==> config.mk <==
export PLATFORM = sky130hd
export DESIGN_NAME = vrf_read_stage_flat
export DESIGN_NICKNAME = d
export VERILOG_FILES = /design/src/rtl/vrf_read_stage_if.sv /design/src/rtl/vrf_read_stage.sv /design/src/flat_wrapper.sv
export SDC_FILE = /design/constraint.sdc
export NUM_CORES = 1
export LEC_CHECK = 0
export BUFFER_PORTS_ARGS = -buffer_cell sky130_fd_sc_hd__buf_2
export CAP_MARGIN = 40
export CORE_ASPECT_RATIO = 0.75
export CORE_MARGIN = 10
export CORE_UTILIZATION = 35
export CTS_CLUSTER_SIZE = 24
export DETAILED_ROUTE_END_ITERATION = 8
export PLACE_DENSITY = 0.55
export REMOVE_ABC_BUFFERS = 1
export SLEW_MARGIN = 20
export SYNTH_ARGS = -nofsm -noshare
export SYNTH_HDL_FRONTEND = slang
export SYNTH_SLANG_ARGS = --single-unit
==> constraint.sdc <==
create_clock -name clk -period 4 [get_ports clk]
set_input_delay 0.4 -clock clk [delete_from_list [all_inputs] [get_ports clk]]
set_output_delay 0.4 -clock clk [all_outputs]
set_load 0.01 [all_outputs]
==> src/rtl/vrf_read_stage_if.sv <==
// Signal bundle of the VRF read stage: beat input, VRF read port, consumer output and status.
// The stage itself connects through the slave modport.
interface vrf_read_stage_if #(
   parameter int DATA_WIDTH = 64,
   parameter int ADDR_WIDTH = 5,
   parameter int OFF_WIDTH  = 8
);
   logic                  flush;
   logic                  in_valid;
   logic                  in_ready;
   logic [ADDR_WIDTH-1:0] in_addr;
   logic [OFF_WIDTH-1:0]  in_off;
   logic                  in_start;
   logic                  in_end;
   logic                  vrf_rd_en;
   logic [ADDR_WIDTH-1:0] vrf_rd_addr;
   logic [OFF_WIDTH-1:0]  vrf_rd_off;
   logic [DATA_WIDTH-1:0] vrf_rd_data;
   logic                  out_valid;
   logic                  out_ready;
   logic [DATA_WIDTH-1:0] out_data;
   logic [OFF_WIDTH-1:0]  out_off;
   logic                  out_start;
   logic                  out_end;
   logic                  busy;
   logic                  group_done;

   modport master (
      output flush, in_valid, in_addr, in_off, in_start, in_end, vrf_rd_data, out_ready,
      input  in_ready, vrf_rd_en, vrf_rd_addr, vrf_rd_off,
      input  out_valid, out_data, out_off, out_start, out_end, busy, group_done
   );

   modport slave (
      input  flush, in_valid, in_addr, in_off, in_start, in_end, vrf_rd_data, out_ready,
      output in_ready, vrf_rd_en, vrf_rd_addr, vrf_rd_off,
      output out_valid, out_data, out_off, out_start, out_end, busy, group_done
   );
endinterface

==> src/rtl/vrf_read_stage.sv <==
// VRF read stage: issues one VRF read per accepted beat, pairs the returning data with the
// beat's tag one cycle later and buffers it in a credit-protected output FIFO.
module vrf_read_stage #(
   parameter int DATA_WIDTH = 64,
   parameter int ADDR_WIDTH = 5,
   parameter int OFF_WIDTH  = 8,
   parameter int DEPTH      = 4
) (
   input logic               clk,
   input logic               rst,
   vrf_read_stage_if.slave   bus
);
   localparam int PTR_W = $clog2(DEPTH);
   localparam int CNT_W = PTR_W + 1;

   typedef struct packed {
      logic [OFF_WIDTH-1:0] off;
      logic                 start;
      logic                 end_flag;
   } tag_t;

   typedef struct packed {
      logic [DATA_WIDTH-1:0] data;
      tag_t                  tag;
   } entry_t;

   entry_t           mem [DEPTH];
   logic [PTR_W-1:0] wr_ptr;
   logic [PTR_W-1:0] rd_ptr;
   logic [CNT_W-1:0] count;
   logic             inflight;
   tag_t             pend_tag;
   logic             group_done_q;

   logic             accept;
   logic             push;
   logic             pop;
   logic             not_empty;
   entry_t           head;

   // The in-flight beat already owns a FIFO slot, so credit counts it alongside count.
   // Reset also gates the ready so nothing is requested while the stage is held.
   assign bus.in_ready = ~rst & ~bus.flush & ((count + CNT_W'(inflight)) < CNT_W'(DEPTH));
   assign accept       = bus.in_valid & bus.in_ready;

   assign bus.vrf_rd_en   = accept;
   assign bus.vrf_rd_addr = bus.in_addr;
   assign bus.vrf_rd_off  = bus.in_off;

   assign not_empty = (count != '0);
   assign push      = inflight & ~bus.flush;
   assign pop       = not_empty & bus.out_ready & ~bus.flush;
   assign head      = mem[rd_ptr];

   assign bus.out_valid  = not_empty;
   assign bus.out_data   = head.data;
   assign bus.out_off    = head.tag.off;
   assign bus.out_start  = head.tag.start;
   assign bus.out_end    = head.tag.end_flag;
   assign bus.busy       = inflight | not_empty;
   assign bus.group_done = group_done_q;

   // NOTE: state registers use non-blocking assignments so every flop samples pre-edge values.
   always_ff @(posedge clk or posedge rst) begin
      if (rst) begin
         wr_ptr       <= '0;
         rd_ptr       <= '0;
         count        <= '0;
         inflight     <= 1'b0;
         pend_tag     <= '0;
         group_done_q <= 1'b0;
      end else if (bus.flush) begin
         wr_ptr       <= '0;
         rd_ptr       <= '0;
         count        <= '0;
         inflight     <= 1'b0;
         group_done_q <= 1'b0;
      end else begin
         inflight     <= accept;
         group_done_q <= pop & head.tag.end_flag;
         if (accept) begin
            pend_tag <= '{off: bus.in_off, start: bus.in_start, end_flag: bus.in_end};
         end
         if (push) begin
            wr_ptr <= wr_ptr + PTR_W'(1);
         end
         if (pop) begin
            rd_ptr <= rd_ptr + PTR_W'(1);
         end
         count <= count + CNT_W'(push) - CNT_W'(pop);
      end
   end

   // NOTE: the data array has no reset; an entry is meaningful only between rd_ptr and wr_ptr.
   always_ff @(posedge clk) begin
      if (push) begin
         mem[wr_ptr] <= '{data: bus.vrf_rd_data, tag: pend_tag};
      end
   end
endmodule

==> src/flat_wrapper.sv <==
// flat-port wrapper written by rule: the top's interface ports become plain ports
module vrf_read_stage_flat 
#(
   parameter int DATA_WIDTH = 64,
   parameter int ADDR_WIDTH = 5,
   parameter int OFF_WIDTH  = 8,
   parameter int DEPTH      = 4
)
  (clk, rst, bus_flush, bus_in_valid, bus_in_addr, bus_in_off, bus_in_start, bus_in_end, bus_vrf_rd_data, bus_out_ready, bus_in_ready, bus_vrf_rd_en, bus_vrf_rd_addr, bus_vrf_rd_off, bus_out_valid, bus_out_data, bus_out_off, bus_out_start, bus_out_end, bus_busy, bus_group_done);
  vrf_read_stage_if #(.DATA_WIDTH(DATA_WIDTH), .ADDR_WIDTH(ADDR_WIDTH), .OFF_WIDTH(OFF_WIDTH)) bus_i ();
  input logic clk;
  input logic rst;
  input wire logic [$bits(bus_i.flush)-1:0] bus_flush;
  input wire logic [$bits(bus_i.in_valid)-1:0] bus_in_valid;
  input wire logic [$bits(bus_i.in_addr)-1:0] bus_in_addr;
  input wire logic [$bits(bus_i.in_off)-1:0] bus_in_off;
  input wire logic [$bits(bus_i.in_start)-1:0] bus_in_start;
  input wire logic [$bits(bus_i.in_end)-1:0] bus_in_end;
  input wire logic [$bits(bus_i.vrf_rd_data)-1:0] bus_vrf_rd_data;
  input wire logic [$bits(bus_i.out_ready)-1:0] bus_out_ready;
  output wire logic [$bits(bus_i.in_ready)-1:0] bus_in_ready;
  output wire logic [$bits(bus_i.vrf_rd_en)-1:0] bus_vrf_rd_en;
  output wire logic [$bits(bus_i.vrf_rd_addr)-1:0] bus_vrf_rd_addr;
  output wire logic [$bits(bus_i.vrf_rd_off)-1:0] bus_vrf_rd_off;
  output wire logic [$bits(bus_i.out_valid)-1:0] bus_out_valid;
  output wire logic [$bits(bus_i.out_data)-1:0] bus_out_data;
  output wire logic [$bits(bus_i.out_off)-1:0] bus_out_off;
  output wire logic [$bits(bus_i.out_start)-1:0] bus_out_start;
  output wire logic [$bits(bus_i.out_end)-1:0] bus_out_end;
  output wire logic [$bits(bus_i.busy)-1:0] bus_busy;
  output wire logic [$bits(bus_i.group_done)-1:0] bus_group_done;
  assign bus_i.flush = bus_flush;
  assign bus_i.in_valid = bus_in_valid;
  assign bus_i.in_addr = bus_in_addr;
  assign bus_i.in_off = bus_in_off;
  assign bus_i.in_start = bus_in_start;
  assign bus_i.in_end = bus_in_end;
  assign bus_i.vrf_rd_data = bus_vrf_rd_data;
  assign bus_i.out_ready = bus_out_ready;
  assign bus_in_ready = bus_i.in_ready;
  assign bus_vrf_rd_en = bus_i.vrf_rd_en;
  assign bus_vrf_rd_addr = bus_i.vrf_rd_addr;
  assign bus_vrf_rd_off = bus_i.vrf_rd_off;
  assign bus_out_valid = bus_i.out_valid;
  assign bus_out_data = bus_i.out_data;
  assign bus_out_off = bus_i.out_off;
  assign bus_out_start = bus_i.out_start;
  assign bus_out_end = bus_i.out_end;
  assign bus_busy = bus_i.busy;
  assign bus_group_done = bus_i.group_done;
  vrf_read_stage #(.DATA_WIDTH(DATA_WIDTH), .ADDR_WIDTH(ADDR_WIDTH), .OFF_WIDTH(OFF_WIDTH), .DEPTH(DEPTH)) u_core (.clk(clk), .rst(rst), .bus(bus_i));
endmodule
==> Yosys cells after proc, flatten, opt, wreduce, memory -nomap -nowiden <==
Memories as Yosys holds them, arrays and structs flattened.
Index checks and enable logic that the tools add are counted.
W data, S select, Z words.
{ "totals": {"reg_bits": 19, "mem_bits_rw": 296, "in_bits": 84, "output_inout_bits": 92, "memories": 1} }
{ "classes": {"add_sub_neg": 5, "n_lt_le_gt_ge": 1, "n_mux": 9, "n_bitwise": 10, "n_reduce_logical": 4} }
{ "memory_table": {"columns": ["memory", "words", "word_bits", "rd", "rd_clocked_by_memory_dff", "wr", "line", "source"], "rows": [
  ["u_core.mem", 4, 74, 1, 0, 1, "vrf_read_stage.sv:27", "entry_t mem [DEPTH];"]
]} }
{ "op_table": {"columns": ["operator", "count"], "rows": [
  ["$mux W2", 4],
  ["$and A1 B1 Y1", 7],
  ["$add A3 B1 Y3", 2],
  ["$add A2 B1 Y2 const B", 2],
  ["$mux W1", 4],
  ["$reduce_bool A2 Y1", 2],
  ["$lt A3 B3 Y1 const B", 1],
  ["$mux W3", 1],
  ["$reduce_bool A3 Y1", 1],
  ["$sub A3 B1 Y3", 1],
  ["$not A1 Y1", 2],
  ["$reduce_and A2 Y1", 1],
  ["$or A1 B1 Y1", 1]
]} }

==> Logic depth before layout (Yosys ltp) <==
Gate-level depths: netlist of the first run.
{ "logic_depth": {"depth_word": 5, "ltp_mapped": 9} }

==> Worst setup path after synthesis of the first run <==
OpenSTA, ideal clock, no wires.
{ "synth_path": {"path_kind": "input-to-reg", "start": "in bus_flush", "end": "mem u_core.mem[0][0] in the netlist's numbering (enable)", "arrival_ns": 2.529, "slack_ns": 1.030, "stages": 3, "n_path_buf": 1, "cell_sequence": "buf_2 nor2b_1 and2_1"} }
{ "synth_between": {"elab_chain_cells": 4} }
{ "synth_lines": {"columns": ["element", "line", "source"], "rows": [
  ["from (decl)", "flat_wrapper.sv:13", "input wire logic [$bits(bus_i.flush)-1:0] bus_flush;"],
  ["$not A1 Y1 (no line)", null, null],
  ["$and A1 B1 Y1", "vrf_read_stage.sv:51", "assign push = inflight & ~bus.flush;"],
  ["$mux W1", "vrf_read_stage.sv:96", "if (push) begin"],
  ["$mux W1 (not written as such)", "vrf_read_stage.sv:97", "mem[wr_ptr] <= '{data: bus.vrf_rd_data, tag: pend_tag};"],
  ["to (decl)", "vrf_read_stage.sv:27", null]
]} }
No other way between the ends.

==> Final worst setup path of the first run <==
{ "layout_path": {"start": "reg u_core.rd_ptr[0]", "end": "out bus_out_data[47]"} }
{ "layout_between": {"elab_chain_cells": 1} }
{ "layout_lines": {"columns": ["element", "line", "source"], "rows": [
  ["from (decl)", "vrf_read_stage.sv:29", "logic [PTR_W-1:0] rd_ptr;"],
  ["from (signal assigned)", "vrf_read_stage.sv:88", "rd_ptr <= rd_ptr + PTR_W'(1);"],
  ["$mem_v2 Z4 W74", null, null],
  ["to (decl)", "flat_wrapper.sv:26", "output wire logic [$bits(bus_i.out_data)-1:0] bus_out_data;"]
]} }
No other way between the ends.

==> flow_metrics.env, run 1 <==
export IMPL_status="complete, no violations"
export IMPL_dp_cells=1058
export IMPL_n_antenna_cell=0
export IMPL_rsz0062_at_grt="false"
export IMPL_cp_required_ns=3.60
export IMPL_portBuffers=165
export IMPL_vias=5349
export IMPL_yosys_area_top_type="edfxtp_1"
export IMPL_design_area_mm2=0.0141
export IMPL_cp_max_fo=47
export IMPL_crit_type="register to primary output"
export IMPL_synthCells=475
export IMPL_die_height_um=179
export IMPL_grt_pass1_wl_mm=36.5
export IMPL_maxCapViolations=0
export IMPL_cp_end_kind="primary output"
export IMPL_arrival_ns=2.60
export IMPL_yosys_most_used_dff="edfxtp_1"
export IMPL_critPathTopFamily="flip-flops"
export IMPL_finalClockSkew_ns=0.0174
export IMPL_first_global_vias=5889
export IMPL_cp_slowest_stage_delay_ns=0.81
export IMPL_final_min_clock_period_ns=3.00
export IMPL_dieArea_mm2=0.0413
export IMPL_maxSlewHeadroom_pct=51.2
export IMPL_drtIter0Drc=451
export IMPL_grt_max_degree=50
export IMPL_placed_area_mm2=0.0130
export IMPL_antenna_left=0
export IMPL_worstMarginPinSlew_ns=0.732
export IMPL_synth_top_area_share_pct=75.7
export IMPL_synthTopCellsByArea="edfxtp_1, mux4_2, dfrtp_1"
export IMPL_cts_sinks=315
export IMPL_cts_buffer_depth=3
export IMPL_cts_buffers=31
export IMPL_grt_usage_pct=11.6
export IMPL_rows=57
export IMPL_path_clk_slew_ns=0.06
export IMPL_n_fill_cell=2825
export IMPL_ys_types=26
export IMPL_die_w_um=231
export IMPL_root_buffer="clkbuf_16"
export IMPL_coreArea_mm2=0.0327
export IMPL_h_tree_depth=1
export IMPL_dpl_hpwl_mm=15.0
export IMPL_start_kind="register"
export IMPL_holdCritPathClass="primary input to register"
export IMPL_drive_gt1_share_pct=46.1
export IMPL_drt_drc_violations_left=0
export IMPL_yosysWarnings=0
export IMPL_setup_viol=0
export IMPL_wl_per_cell_um=21.9
export IMPL_crit_buf_inv=2
export IMPL_synth_edff_count=296
export IMPL_maxSlewViolCount=0
export IMPL_syn_to_final_growth_pct=20.0
export IMPL_layout_commonest_cell="edfxtp_1"
export IMPL_hold_viol=0
export IMPL_antenna_found_initial=3
export IMPL_initial_core_util_pct=35.9
export IMPL_vias_per_cell=4.79
export IMPL_fmax_ghz=0.333
export IMPL_ys_seq_area_share_pct=79.8
export IMPL_syn_avg_cell_area_um2=24.7
export IMPL_overflow=0
export IMPL_slowest_stage="dfrtp_4"
export IMPL_mostFrequentLayoutCells="edfxtp_1, buf_2, mux4_2"
export IMPL_p_leak_nw=4.77
export IMPL_ys_seq_elements=315
export IMPL_place_congestion=0.682
export IMPL_dr_pass1_iters=6
export IMPL_wl_mm=24.5
export IMPL_vdd_ir_drop_max_v=0.000340
export IMPL_nNetsFinal=743
export IMPL_cts_tree="yes"
export IMPL_clkLatencyLatePin_ns=0.55
export IMPL_async_flop_share_pct=6.03
export IMPL_period_share_pct=75.1
export IMPL_crit_chain="buf_12 -> mux4_2 -> buf_2"
export IMPL_syn_area_mm2=0.0117
export IMPL_instances_no_fill=1116
export IMPL_ioPinCount=176
export IMPL_p_per_area_mw_per_mm2=559
## layout make-up
cell class	count	area (um^2)	share of cell area [%]
sequential	315	9370	66.5
multi-input combinational	120	2120	15.0
timing repair buffer	176	1010	7.14
clock buffer	38	802	5.69
tap	442	553	3.93
clock inverter	17	210	1.49
inverter	8	30.0	0.213
## repair_timing
action	CTS	global route
hold buffers	0	1
resized for setup	0	0
setup buffers	0	0
setup endpoints to repair	0	0
hold endpoints to repair	0	3
## routing by layer
layer | GRT usage [%] | wire length (um)
met1 | 15.1 | 10800
met2 | 18.8 | 11700
met3 | 3.59 | 1640
met4 | 2.57 | 355
met5 | 0 | 7
## flip-flops by register name, indices dropped and copies added (netlist names)
register,count
u_core.mem,296
u_core.pend_tag,10
u_core.count,3
u_core.rd_ptr,2
u_core.wr_ptr,2
u_core.bus.group_done,1
u_core.inflight,1
## power breakdown
part	total [W]	leakage [nW]	switching [W]	internal, W
Clock	0.00289	0.493	0.00116	0.00174
Combinational	0.00110	1.37	0.000511	0.000592
Sequential	0.00388	2.90	0.000140	0.00374
Total	0.00788	4.77	0.00181	0.00607
## Yosys cell counts, drive strengths merged (2+ instances only)
library cell and number:
xnor2 2, nor2b 2, edfxtp 296, dfrtp 19, ha 6, mux4 74
inv 8, nor2 8, and2 5, buf 31, mux2 10, xor2 3
## worst paths after layout
check	cells past startpoint	to	slack (ns)	from
setup / recovery	3	bus_out_data[47]	1.0	u_core.rd_ptr[0]
hold / removal	1	u_core.mem[3][23]	0.06	bus_vrf_rd_data[13]
setup reg to reg	9	u_core.count[2]	1.69	u_core.count[1]
hold reg to reg	0	u_core.mem[0][8]	0.51	u_core.pend_tag[8]
max in group asynchronous	4	u_core.rd_ptr[0]	3.28	rst
min in group asynchronous	3	u_core.pend_tag[6]	0.34	rst
## metrics by stage
stage / utilization [%] / total power, W / setup TNS [ns] / hold WS [ns] / setup slack [ns]
floorplan: - / 0.00464 / -3.95 / 0.351 / -0.0607
global placement: 39.8 / 0.00506 / 0 / 0.487 / 1.52
detailed placement: 39.8 / 0.00509 / 0 / 0.502 / 1.50
CTS: 42.9 / 0.00801 / 0 / 0.0140 / 0.881
global route: 43.0 / 0.00825 / 0 / 0.0198 / 0.781
finish: 43.0 / 0.00788 / 0 / 0.0596 / 0.998
## cell families after synthesis
kind of cell | synth area share [%]
AND/OR/NAND/NOR | 0.831
flip-flops | 79.8
buffers and inverters | 2.30
adder cells (fa/ha/maj) | 0.810
multiplexers | 15.5
XOR/XNOR | 0.373
AO/OA/AOI/OAI | 0.437
## worst register-to-register path, delay by kind of cell (launching register included)
kind,cells,cell delay (ns)
fa+ha+maj,3,0.84
flops,1,0.46
compound gates,1,0.41
simple gates,2,0.20
xor+xnor,1,0.18
buf+inv,2,0.11
Power figures use the tool's default switching activity.
==> inputs of run 2 (changes only) <==
--- a/config.mk
+++ b/config.mk
@@ -12,7 +12,7 @@
 export CORE_UTILIZATION = 35
 export CTS_CLUSTER_SIZE = 24
 export DETAILED_ROUTE_END_ITERATION = 8
-export PLACE_DENSITY = 0.55
+export PLACE_DENSITY = 0.57
 export REMOVE_ABC_BUFFERS = 1
 export SLEW_MARGIN = 20
 export SYNTH_ARGS = -nofsm -noshare
==> constraint.sdc (replaced) <==
create_clock -name clk -period 2.6 [get_ports clk]
set_input_delay 0.26 -clock clk [delete_from_list [all_inputs] [get_ports clk]]
set_output_delay 0.26 -clock clk [all_outputs]
set_load 0.01 [all_outputs]
==> flow_metrics.env, run 2 (synthesis results as in run 1) <==
export IMPL_status="complete, no violations"
export IMPL_cp_required_ns=2.34
export IMPL_cp_end_kind="primary output"
export IMPL_drtIter0Drc=318
export IMPL_cp_max_fo=29
export IMPL_rr_endpoint="u_core.count[2]"
export IMPL_wl_mm=24.7
export IMPL_dr_pass1_iters=7
export IMPL_first_global_vias=6344
export IMPL_layout_commonest_cell="edfxtp_1"
export IMPL_holdCritPathClass="primary input to register"
export IMPL_vdd_ir_drop_max_v=0.000535
export IMPL_met1_length_mm=10.9
export IMPL_dp_cells=1070
export IMPL_worstMarginPinSlew_ns=0.666
export IMPL_nNetsFinal=829
export IMPL_rr_worst_depth=9
export IMPL_regMostFlops="u_core.mem"
export IMPL_regToRegSetupSlack_ns=0.34
export IMPL_dieArea_mm2=0.0413
export IMPL_wl_met2_mm=11.9
export IMPL_hold_viol=0
export IMPL_n_fill_cell=2756
export IMPL_maxSlewHeadroom_pct=55.4
export IMPL_die_height_um=179
export IMPL_start_kind="register"
export IMPL_root_buffer="clkbuf_16"
export IMPL_cts_resized_gates=0
export IMPL_coreArea_mm2=0.0327
export IMPL_die_w_um=231
export IMPL_arrival_ns=2.11
export IMPL_reg_largest_list="u_core.mem: 296 flops, u_core.pend_tag: 10 flops, u_core.count: 3 flops"
export IMPL_wl_per_cell_um=20.5
export IMPL_cts_buffer_depth=3
export IMPL_largest_reg_flops=296
export IMPL_h_tree_depth=1
export IMPL_p_per_area_mw_per_mm2=798
export IMPL_dpl_hpwl_mm=15.7
export IMPL_maxCapViolations=0
export IMPL_grt_usage_pct=11.9
export IMPL_ioPinCount=176
export IMPL_hold_depth=4
export IMPL_drive_gt1_share_pct=41.8
export IMPL_cts_sinks=315
export IMPL_cts_buffers=31
export IMPL_mostFrequentLayoutCells="edfxtp_1, buf_2, dlygate4sd3_1"
export IMPL_syn_to_final_growth_pct=27.5
export IMPL_grt_max_degree=30
export IMPL_min_delay_start="bus_out_ready"
export IMPL_setup_viol=0
export IMPL_antenna_found_initial=1
export IMPL_rsz0062_at_grt="false"
export IMPL_grt_pass1_wl_mm=38.2
export IMPL_cts_tree="yes"
export IMPL_vias_per_cell=4.72
export IMPL_path_clk_slew_ns=0.06
export IMPL_portBuffers=165
export IMPL_rows=57
export IMPL_place_congestion=0.751
export IMPL_crit_type="register to primary output"
export IMPL_drt_drc_violations_left=0
export IMPL_final_min_clock_period_ns=2.37
export IMPL_clkLatencyLatePin_ns=0.56
export IMPL_hold_slack_ns=0.0943
export IMPL_r2r_start="u_core.count[1]"
export IMPL_p_leak_nw=5.12
export IMPL_wl_met3_mm=1.52
export IMPL_finalClockSkew_ns=0.00926
export IMPL_vias=5687
export IMPL_initial_core_util_pct=35.9
export IMPL_maxSlewViolCount=0
export IMPL_holdPathEnd="u_core.rd_ptr[0]"
export IMPL_highest_layer="met4"
export IMPL_period_share_pct=91.3
export IMPL_antenna_left=0
export IMPL_fmax_ghz=0.421
export IMPL_instances_no_fill=1206
export IMPL_overflow=0
[run 2: cell count changes in the layout (fill, tap and decap cells not counted), sizes merged, moves of 4 or more]
cell         change
buf             +11
bufinv           -4
clkbuf           +5
dlygate4sd3     +75
[run 2: critical path, cell delays in order, from the launching register on]
cell and delay, ns:
dfrtp_4 0.75, buf_4 0.28, mux4_2 0.33, buf_2 0.16
[run 2: timing repair]
action / 4_1_cts / 5_1_grt
endpoints found under the setup margin: 38 / 0
buffers inserted: 1 / 0
endpoints found under the hold margin: 283 / 0
hold buffers: 76 / 0
[run 2: cell type report]
cell class,instances,area [um^2],share of cell area [%]
sequential,315,9370,62.6
multi-input combinational,120,2120,14.1
timing repair buffer,262,1970,13.2
clock buffer,43,821,5.48
tap,442,553,3.69
clock inverter,15,101,0.677
inverter,8,30.0,0.201
antenna,1,2.50,0.0167
[run 2: through the flow]
step	worst slack, ns	util, %	cell area [um^2]	TNS, ns	total power [W]
2_1_floorplan	-1.43	-	11500	-178.24	0.00714
3_3_place_gp	0.402	40.5	13300	0	0.00786
3_5_place_dp	0.371	40.5	13300	0	0.00790
4_1_cts	0.177	45.7	15000	0	0.0121
5_1_grt	0.117	45.7	15000	0	0.0125
6_report	0.226	45.7	15000	0	0.0119
[run 2: per-layer routing]
metal  track usage, %  up-vias
met5                0        -
met3             3.43       30
met1             15.5     2986
met4             2.57        0
met2             19.7      167
li1                 -     2504
[run 2: how the worst max path moves through the flow]
| stage | startpoint | endpoint | depth (start not counted) |
|---|---|---|---|
| detailed placement | u_core.count[1] | u_core.count[2] | 9 |
| finish | u_core.rd_ptr[1] | bus_out_data[8] | 3 |
| global route | u_core.rd_ptr[1] | bus_out_data[63] | 3 |
| global placement | u_core.count[1] | u_core.count[2] | 9 |
| floorplan | u_core.rd_ptr[0] | u_core.rd_ptr[1] | 3 |
| CTS | u_core.rd_ptr[0] | bus_out_data[45] | 3 |
[run 2: where the power goes]
part           switching [W]  total [W]  internal (W)
Combinational       0.000879    0.00194       0.00106
Sequential          0.000161    0.00592       0.00576
Clock                0.00179    0.00408       0.00230
==> inputs of run 3 (changes only) <==
--- a/config.mk
+++ b/config.mk
@@ -7,12 +7,14 @@
 export LEC_CHECK = 0
 export BUFFER_PORTS_ARGS = -buffer_cell sky130_fd_sc_hd__buf_2
 export CAP_MARGIN = 40
+export CELL_PAD_IN_SITES_DETAIL_PLACEMENT = 1
+export CELL_PAD_IN_SITES_GLOBAL_PLACEMENT = 1
 export CORE_ASPECT_RATIO = 0.75
 export CORE_MARGIN = 10
 export CORE_UTILIZATION = 35
 export CTS_CLUSTER_SIZE = 24
 export DETAILED_ROUTE_END_ITERATION = 8
-export PLACE_DENSITY = 0.57
+export PLACE_DENSITY = 0.63
 export REMOVE_ABC_BUFFERS = 1
 export SLEW_MARGIN = 20
 export SYNTH_ARGS = -nofsm -noshare
==> flow_metrics.env, run 3 (synthesis results as in run 1) <==
export IMPL_status="complete, no violations"
export IMPL_grt_pass1_wl_mm=39.8
export IMPL_syn_to_final_growth_pct=26.6
export IMPL_rr_worst_depth=9
export IMPL_h_tree_depth=2
export IMPL_ioPinCount=176
export IMPL_finalClockSkew_ns=0.0126
export IMPL_dpl_hpwl_mm=16.0
export IMPL_drtIter0Drc=342
export IMPL_final_min_clock_period_ns=2.47
export IMPL_drt_drc_violations_left=0
export IMPL_rsz0062_at_grt="false"
export IMPL_path_clk_slew_ns=0.05
export IMPL_period_share_pct=94.9
export IMPL_drive_gt1_share_pct=42.2
export IMPL_maxSlewHeadroom_pct=60.7
export IMPL_holdCritPathClass="primary input to register"
export IMPL_mostFrequentLayoutCells="edfxtp_1, buf_2, mux4_2"
export IMPL_overflow=0
export IMPL_fmax_ghz=0.405
export IMPL_nNetsFinal=817
export IMPL_antenna_left=0
export IMPL_n_fill_cell=3022
export IMPL_cp_max_fo=38
export IMPL_place_congestion=0.737
export IMPL_vias_per_cell=4.76
export IMPL_start_kind="register"
export IMPL_cts_sinks=315
export IMPL_cts_tree="yes"
export IMPL_p_leak_nw=5.10
export IMPL_rows=57
export IMPL_p_per_area_mw_per_mm2=841
export IMPL_cp_end_kind="primary output"
export IMPL_maxCapViolations=0
export IMPL_vdd_ir_drop_max_v=0.000425
export IMPL_die_w_um=231
export IMPL_maxSlewViolCount=0
export IMPL_worstMarginPinSlew_ns=0.586
export IMPL_hold_viol=0
export IMPL_regMostFlops="u_core.mem"
export IMPL_hold_depth=2
export IMPL_arrival_ns=2.21
export IMPL_instances_no_fill=1190
export IMPL_grt_usage_pct=12.7
export IMPL_dp_cells=1062
export IMPL_clkLatencyLatePin_ns=0.50
export IMPL_first_global_vias=6650
export IMPL_wl_mm=26.0
export IMPL_grt_max_degree=45
export IMPL_dr_pass1_iters=4
export IMPL_post_cts_buffers=0
export IMPL_crit_type="register to primary output"
export IMPL_cp_required_ns=2.34
export IMPL_coreArea_mm2=0.0327
export IMPL_reg_largest_list="u_core.mem: 296 flops, u_core.pend_tag: 10 flops, u_core.count: 3 flops"
export IMPL_setup_viol=0
export IMPL_wl_per_cell_um=21.9
export IMPL_n_antenna_cell=0
export IMPL_antenna_found_initial=0
export IMPL_root_buffer="clkbuf_16"
export IMPL_vias=5659
export IMPL_initial_core_util_pct=35.9
export IMPL_portBuffers=165
export IMPL_cts_buffer_depth=3
export IMPL_largest_reg_flops=296
export IMPL_cts_buffers=34
export IMPL_dieArea_mm2=0.0413
export IMPL_tns_ns=0
export IMPL_die_height_um=179
export IMPL_layout_commonest_cell="edfxtp_1"
run 3: cell types whose count changed in the layout (fill, tap and decap cells not counted), moves of 2 or more:
cell           delta
bufinv_16         +3
clkbuf_16         +3
buf_12           -11
buf_4             +3
dlygate4sd3_1     -7
clkinv_2          -2
clkinvlp_4        -2
clkbuf_1          -6
run 3: worst max-delay path, stage by stage (launching register included):
cell	delay [ns]
dfrtp_4	0.55
buf_12	0.32
mux4_2	0.60
buf_2	0.17
run 3: stage by stage:
stage	hold WS (ns)	setup slack, ns	utilization (%)	power, W	area [um^2]
2_1_floorplan	0.211	-1.43	-	0.00714	11500
3_3_place_gp	0.447	0.403	39.9	0.00782	13100
3_5_place_dp	0.473	0.257	39.9	0.00788	13100
4_1_cts	0.000880	0.0725	45.4	0.0127	14900
5_1_grt	0.00192	0.00205	45.4	0.0131	14900
6_report	0.0302	0.134	45.4	0.0125	14900
run 3: final cells by class:
| class | count | area [um^2] | area share (%) |
|---|---|---|---|
| Sequential cell | 315 | 9370 | 63.1 |
| Multi-Input combinational cell | 120 | 2120 | 14.2 |
| Timing Repair Buffer | 247 | 1710 | 11.5 |
| Clock buffer | 41 | 887 | 5.97 |
| Tap cell | 442 | 553 | 3.72 |
| Clock inverter | 17 | 198 | 1.33 |
| Inverter | 8 | 30.0 | 0.202 |
run 3: final timing paths:
check | start | to | slack [ns]
min | bus_in_start | u_core.pend_tag[1] | 0.03
min reg2reg | u_core.pend_tag[0] | u_core.mem[3][0] | 0.52
max | u_core.rd_ptr[0] | bus_out_data[17] | 0.13
min in group asynchronous | rst | u_core.count[2] | 0.21
max in group asynchronous | rst | u_core.rd_ptr[0] | 1.97
max reg2reg | u_core.count[1] | u_core.count[2] | 0.28
run 3: what timing repair did:
item,4_1_cts,5_1_grt
hold buffers,69,0
setup endpoints to repair,0,0
endpoints found under the hold margin,279,0
resized for setup,0,0
run 3: power breakdown:
group          leakage [nW]  switching [W]  internal [W]
Combinational          1.67       0.000897      0.000992
Clock                 0.530        0.00186       0.00283
Sequential             2.90       0.000152       0.00576
Total                  5.10        0.00291       0.00958
run 3: per-layer routing:
layer  global-route usage [%]  vias to the layer above  wire length (um)
met5                        0                        -                 0
met2                     20.5                      149             12700
met4                     3.31                        0               416
met3                     3.40                       37              1410
met1                     16.6                     2991             11500
li1                         -                     2482                 -
